$ cat config.mk
export PLATFORM = sky130hd
export DESIGN_NAME = pipe_reg_slr
export DESIGN_NICKNAME = d
export VERILOG_FILES = /design/src/rtl/pipe_reg_slr.sv
export SDC_FILE = /design/constraint.sdc
export NUM_CORES = 1
export LEC_CHECK = 0
export CAP_MARGIN = 25
export CORE_ASPECT_RATIO = 1.25
export CORE_MARGIN = 2
export CORE_UTILIZATION = 45
export CTS_CLUSTER_SIZE = 24
export DETAILED_ROUTE_END_ITERATION = 8
export HOLD_SLACK_MARGIN = 0.06
export PLACE_DENSITY = 0.77
export SLEW_MARGIN = 20
export SYNTH_ARGS = -nofsm -noshare
export SYNTH_HDL_FRONTEND = slang
export SYNTH_SLANG_ARGS = --single-unit
$ cat constraint.sdc
create_clock -name clk -period 5.9 [get_ports clk]
set_clock_uncertainty 0.2 [all_clocks]
set_input_delay 0.59 -clock clk [delete_from_list [all_inputs] [get_ports clk]]
set_output_delay 0.59 -clock clk [all_outputs]
set_load 0.005 [all_outputs]
$ cat src/rtl/pipe_reg_slr.sv
// Elastic register pipeline with bubble collapse: each stage holds one item and advances
// whenever the stage ahead is empty or draining, so throughput is one item per cycle.
module pipe_reg_slr #(
    parameter int unsigned        WIDTH     = 8,
    parameter int unsigned        DEPTH     = 4,
    parameter logic [WIDTH-1:0]   RESET_VAL = '0
) (
    input  logic                         clk,
    input  logic                         rst,
    input  logic                         in_valid,
    output logic                         in_ready,
    input  logic [WIDTH-1:0]             in_data,
    output logic                         out_valid,
    input  logic                         out_ready,
    output logic [WIDTH-1:0]             out_data,
    input  logic                         flush,
    output logic [$clog2(DEPTH+1)-1:0]   count
);

    localparam int unsigned CW = $clog2(DEPTH+1);

    logic [WIDTH-1:0] data_q [DEPTH];
    logic [WIDTH-1:0] data_d [DEPTH];
    logic [DEPTH-1:0] valid_q;
    logic [DEPTH-1:0] valid_d;
    logic [DEPTH-1:0] load;
    logic [DEPTH:0]   acc;
    logic [CW-1:0]    count_q;
    logic [CW-1:0]    count_d;

    // acc[i]: stage i can take a new item this cycle (empty, or its item moves on)
    always_comb begin
        acc[DEPTH] = out_ready;
        for (int i = DEPTH - 1; i >= 0; i--) begin
            acc[i] = !valid_q[i] | acc[i+1];
        end
    end

    assign in_ready = acc[0] & !flush;

    always_comb begin
        load[0] = in_valid & in_ready;
        for (int i = 1; i < DEPTH; i++) begin
            load[i] = acc[i] & valid_q[i-1] & !flush;
        end
    end

    always_comb begin
        for (int i = 0; i < DEPTH; i++) begin
            data_d[i]  = data_q[i];
            valid_d[i] = valid_q[i];
            if (load[i]) begin
                data_d[i]  = (i == 0) ? in_data : data_q[(i == 0) ? 0 : i - 1];
                valid_d[i] = 1'b1;
            end else if (valid_q[i] && acc[i+1]) begin
                valid_d[i] = 1'b0;
            end
            // Flush drops occupancy only; payload registers keep their contents
            if (flush) begin
                valid_d[i] = 1'b0;
            end
        end
    end

    always_comb begin
        count_d = '0;
        for (int i = 0; i < DEPTH; i++) begin
            count_d = count_d + CW'(valid_d[i]);
        end
    end

    always_ff @(posedge clk) begin
        if (!rst) begin
            valid_q <= '0;
            count_q <= '0;
            for (int i = 0; i < DEPTH; i++) begin
                data_q[i] <= RESET_VAL;
            end
        end else begin
            valid_q <= valid_d;
            count_q <= count_d;
            for (int i = 0; i < DEPTH; i++) begin
                data_q[i] <= data_d[i];
            end
        end
    end

    assign out_valid = valid_q[DEPTH-1];
    assign out_data  = data_q[DEPTH-1];
    assign count     = count_q;

endmodule

==> results.py <==
metrics = {
    "run_status": {
        "run_status": "complete, no violations",
    },
    "detailed_routing": {
        "drt.antenna.violating_nets": 0,
        "post_drt_via_cell_ratio": 5.22,
        "drt-initial-drc-count": 24,
        "detailedRoute.firstPassIterationCount": 4,
        "routed_wire_length_per_instance_um": 11.4,
        "route.vias.total": 1264,
        "wl_um": 2760,
        "drt_drc_violations_left": 0,
    },
    "yosys": {
        "synthesized_instance_count": 182,
        "synthArstFlopShare": 0,
        "synth_nets": 198,
        "post_synth_instance_area_mm2": 0.00165,
        "synth-main-ff-cell": "sky130_fd_sc_hd__dfxtp_1",
        "ys_types": 26,
        "seq_area_frac_synth": 0.475,
        "syn_avg_cell_area_um2": 9.04,
        "synth_enable_flop_cells": 0,
        "yosys_warnings": 0,
        "number_of_flip_flops_and_latches_in_the_synthesized_netlist": 39,
    },
    "finish": {
        "nFillCells": 336,
        "post_route_cells_drive_above_1_share": 0.0493,
        "nNetsFinal": 218,
        "area_growth_pct": 19.9,
        "insertedDiodeCount": 0,
    },
    "sta": {
        "finalMaxSlewViolations": 0,
        "post_route_fraction_of_the_period_consumed_by_the_critical_path": 0.491,
        "grt_setup_unrepaired": "false",
        "timing.slew.headroom": 0.635,
        "hold_viol_final": 0,
        "final.setup.tns_ps": 0,
        "timing.fmax_mhz": 345,
        "timing_worst_slew_pin_value_ps": 547,
        "setup-violations-final": 0,
        "finalCriticalPeriod_ps": 2900,
        "finalWorstSetupSlack_ps": 3000,
    },
    "power_and_ir_drop": {
        "switching_part_of_the_total": 0.219,
        "power.density_mw_per_mm2": 238,
        "switching_power_mw": 0.103,
        "clock_network_fraction_of_design_power": 0.364,
        "power_frac_comb": 0.062,
        "irDropWorstVdd_v": 0.000191,
        "sequentialPowerShare": 0.574,
        "p_int_mw": 0.366,
        "power.static_leakage_nw": 0.673,
    },
    "setup_path": {
        "timing.reg2reg.worst_path_depth": 7,
        "timing.setup.critical_path_class": "in2out",
        "worst_setup_path_end_kind": "primary output",
        "start_kind": "input port",
        "cp_max_fo": 12,
        "critical_path_required_ps": 5110,
        "data_arrival_time_of_the_critical_path_ps": 2110,
    },
    "floorplanning": {
        "initial_utilization": 0.472,
        "die_area_mm2": 0.00416,
        "core_area_mm2": 0.00348,
        "std_cell_rows": 24,
        "horizontal_die_dimension_um": 58.1,
        "io_pins": 26,
        "floorplan.die.height_um": 71.6,
    },
    "clocking": {
        "cts_root_buffer": "sky130_fd_sc_hd__clkbuf_8",
        "cts-root-to-sink-buffers": 2,
        "numCtsBuffers": 5,
        "path_clk_slew_ps": 70,
        "clock_sinks": 39,
        "cts.repair.resized": 0,
        "tritoncts": "done",
        "clock_insertion_delay_worst_skew_ps": 290,
        "cts_hold_repair.buffers": 0,
        "cts.repair_timing.setup_buffer_count": 0,
        "h-tree-depth": 2,
    },
    "placement": {
        "place_worst_setup_slack_ps": 2770,
        "globalplace.congestion": 0.728,
        "quantity_of_i_o_buffers_inserted_on_ports": 25,
        "detailed_place_hpwl_um": 2000,
    },
    "global_route": {
        "grt_util_all_layers": 0.150,
        "globalRoute.totalOverflow": 0,
        "grt_pass1_vias": 1122,
        "grt_antenna_before_repair": 0,
        "grt_start_max_net_pins": 47,
        "grt_pass1_wl_um": 4840,
    },
    "hold_path": {
        "worstHoldPathType": "reg2reg",
        "timing.hold.worst_path_depth": 2,
    },
    "flow_run": {
        "max_cap_violations": 0,
    },
}
[layout make-up]
cell class	instances	area, µm²	area share
Tap cell	39	48.8	0.0247
Clock buffer	6	72.6	0.0368
Sequential cell	39	781	0.396
Multi-Input combinational cell	128	793	0.402
Clock inverter	2	12.5	0.00634
Timing Repair Buffer	26	258	0.131
Inverter	2	7.51	0.00380
[final timing paths]
kind	startpoint	endpoint	slack, ps
setup / recovery	out_ready	in_ready	3000
hold / removal	data_q[0][2]$_SDFFE_PN0P_	data_q[0][2]$_SDFFE_PN0P_	260
setup reg to reg	valid_q[3]$_SDFF_PN0_	count[1]$_SDFF_PN0_	3510
hold reg to reg	data_q[0][2]$_SDFFE_PN0P_	data_q[0][2]$_SDFFE_PN0P_	260
[state kept, by name (all words and copies together) (netlist names)]
signal,cells
data_q,32
valid_q,4
count,3
[per-stage QoR]
stage | instance area [µm²] | utilization | hold slack (ps) | total power [mW] | cells
2_1_floorplan | 1650 | - | 235 | 0.292 | 182
3_3_place_gp | 1890 | 0.542 | 246 | 0.304 | 234
3_5_place_dp | 1890 | 0.542 | 250 | 0.305 | 234
4_1_cts | 1970 | 0.566 | 261 | 0.476 | 242
5_1_grt | 1970 | 0.566 | 279 | 0.491 | 242
6_report | 1970 | 0.566 | 258 | 0.469 | 242
[power groups by stage]
stage	logic, mW	registers [mW]	clock network [mW]
finish	0.0289	0.270	0.171
global route	0.0326	0.270	0.188
CTS	0.0294	0.269	0.177
detailed placement	0.0292	0.276	0
global placement	0.0290	0.275	0
floorplan	0.0168	0.275	0
[critical path, stage by stage]
cell	delay, ps
sky130_fd_sc_hd__clkdlybuf4s50_1	530
sky130_fd_sc_hd__and4b_4	270
sky130_fd_sc_hd__a21oi_1	180
sky130_fd_sc_hd__clkdlybuf4s50_1	530
[synthesized netlist by cell type (2+ instances only)]
library cell               number  area share
sky130_fd_sc_hd__a21boi_0      17       0.078
sky130_fd_sc_hd__a21boi_1       7       0.032
sky130_fd_sc_hd__a21oi_1        4       0.012
sky130_fd_sc_hd__and2_1         5       0.019
sky130_fd_sc_hd__buf_2          3      0.0091
sky130_fd_sc_hd__clkbuf_1       7       0.016
sky130_fd_sc_hd__dfxtp_1       39        0.47
sky130_fd_sc_hd__ha_1           2       0.015
sky130_fd_sc_hd__inv_1          2      0.0046
sky130_fd_sc_hd__mux2i_1        8       0.049
sky130_fd_sc_hd__nand2_1       16       0.037
sky130_fd_sc_hd__nand2b_1       6       0.023
sky130_fd_sc_hd__nand3_1       24       0.073
sky130_fd_sc_hd__nor2_1         5       0.011
sky130_fd_sc_hd__nor2b_1        4       0.015
sky130_fd_sc_hd__o21ai_0       23       0.070
[cells in the final DEF (no fill, tap or decap), types with 2 or more instances in the layout]
| cell type | count |
|---|---|
| sky130_fd_sc_hd__dfxtp_1 | 39 |
| sky130_fd_sc_hd__nand2b_1 | 6 |
| sky130_fd_sc_hd__mux2i_1 | 8 |
| sky130_fd_sc_hd__clkdlybuf4s50_1 | 25 |
| sky130_fd_sc_hd__o21ai_0 | 23 |
| sky130_fd_sc_hd__nor2_1 | 5 |
| sky130_fd_sc_hd__a21oi_1 | 4 |
| sky130_fd_sc_hd__a21boi_0 | 17 |
| sky130_fd_sc_hd__nor2b_1 | 4 |
| sky130_fd_sc_hd__a21boi_1 | 7 |
| sky130_fd_sc_hd__inv_1 | 2 |
| sky130_fd_sc_hd__nand3_1 | 24 |
| sky130_fd_sc_hd__and2_1 | 5 |
| sky130_fd_sc_hd__ha_1 | 2 |
| sky130_fd_sc_hd__nand2_1 | 16 |
| sky130_fd_sc_hd__clkbuf_8 | 5 |
[logic make-up (layout without fill, tap and decap cells)]
kind of cell / after synthesis / in the layout / synth area share
DFF: 39 / 39 / 0.475
adders and majority gates: 3 / 3 / 0.0274
AOI/OAI and AO/OA: 53 / 53 / 0.205
and+or+nand+nor: 64 / 64 / 0.202
buffers and inverters: 15 / 36 / 0.0433
muxes: 8 / 8 / 0.0487
[routing by layer]
metal	global-route usage	vias up	part of all wire
met1	0.171	571	0.44
li1	-	667	-
met2	0.259	21	0.51
met4	0.0620	0	0.020
met5	0	-	0
met3	0.0433	5	0.034
Power figures use the tool's default switching activity.
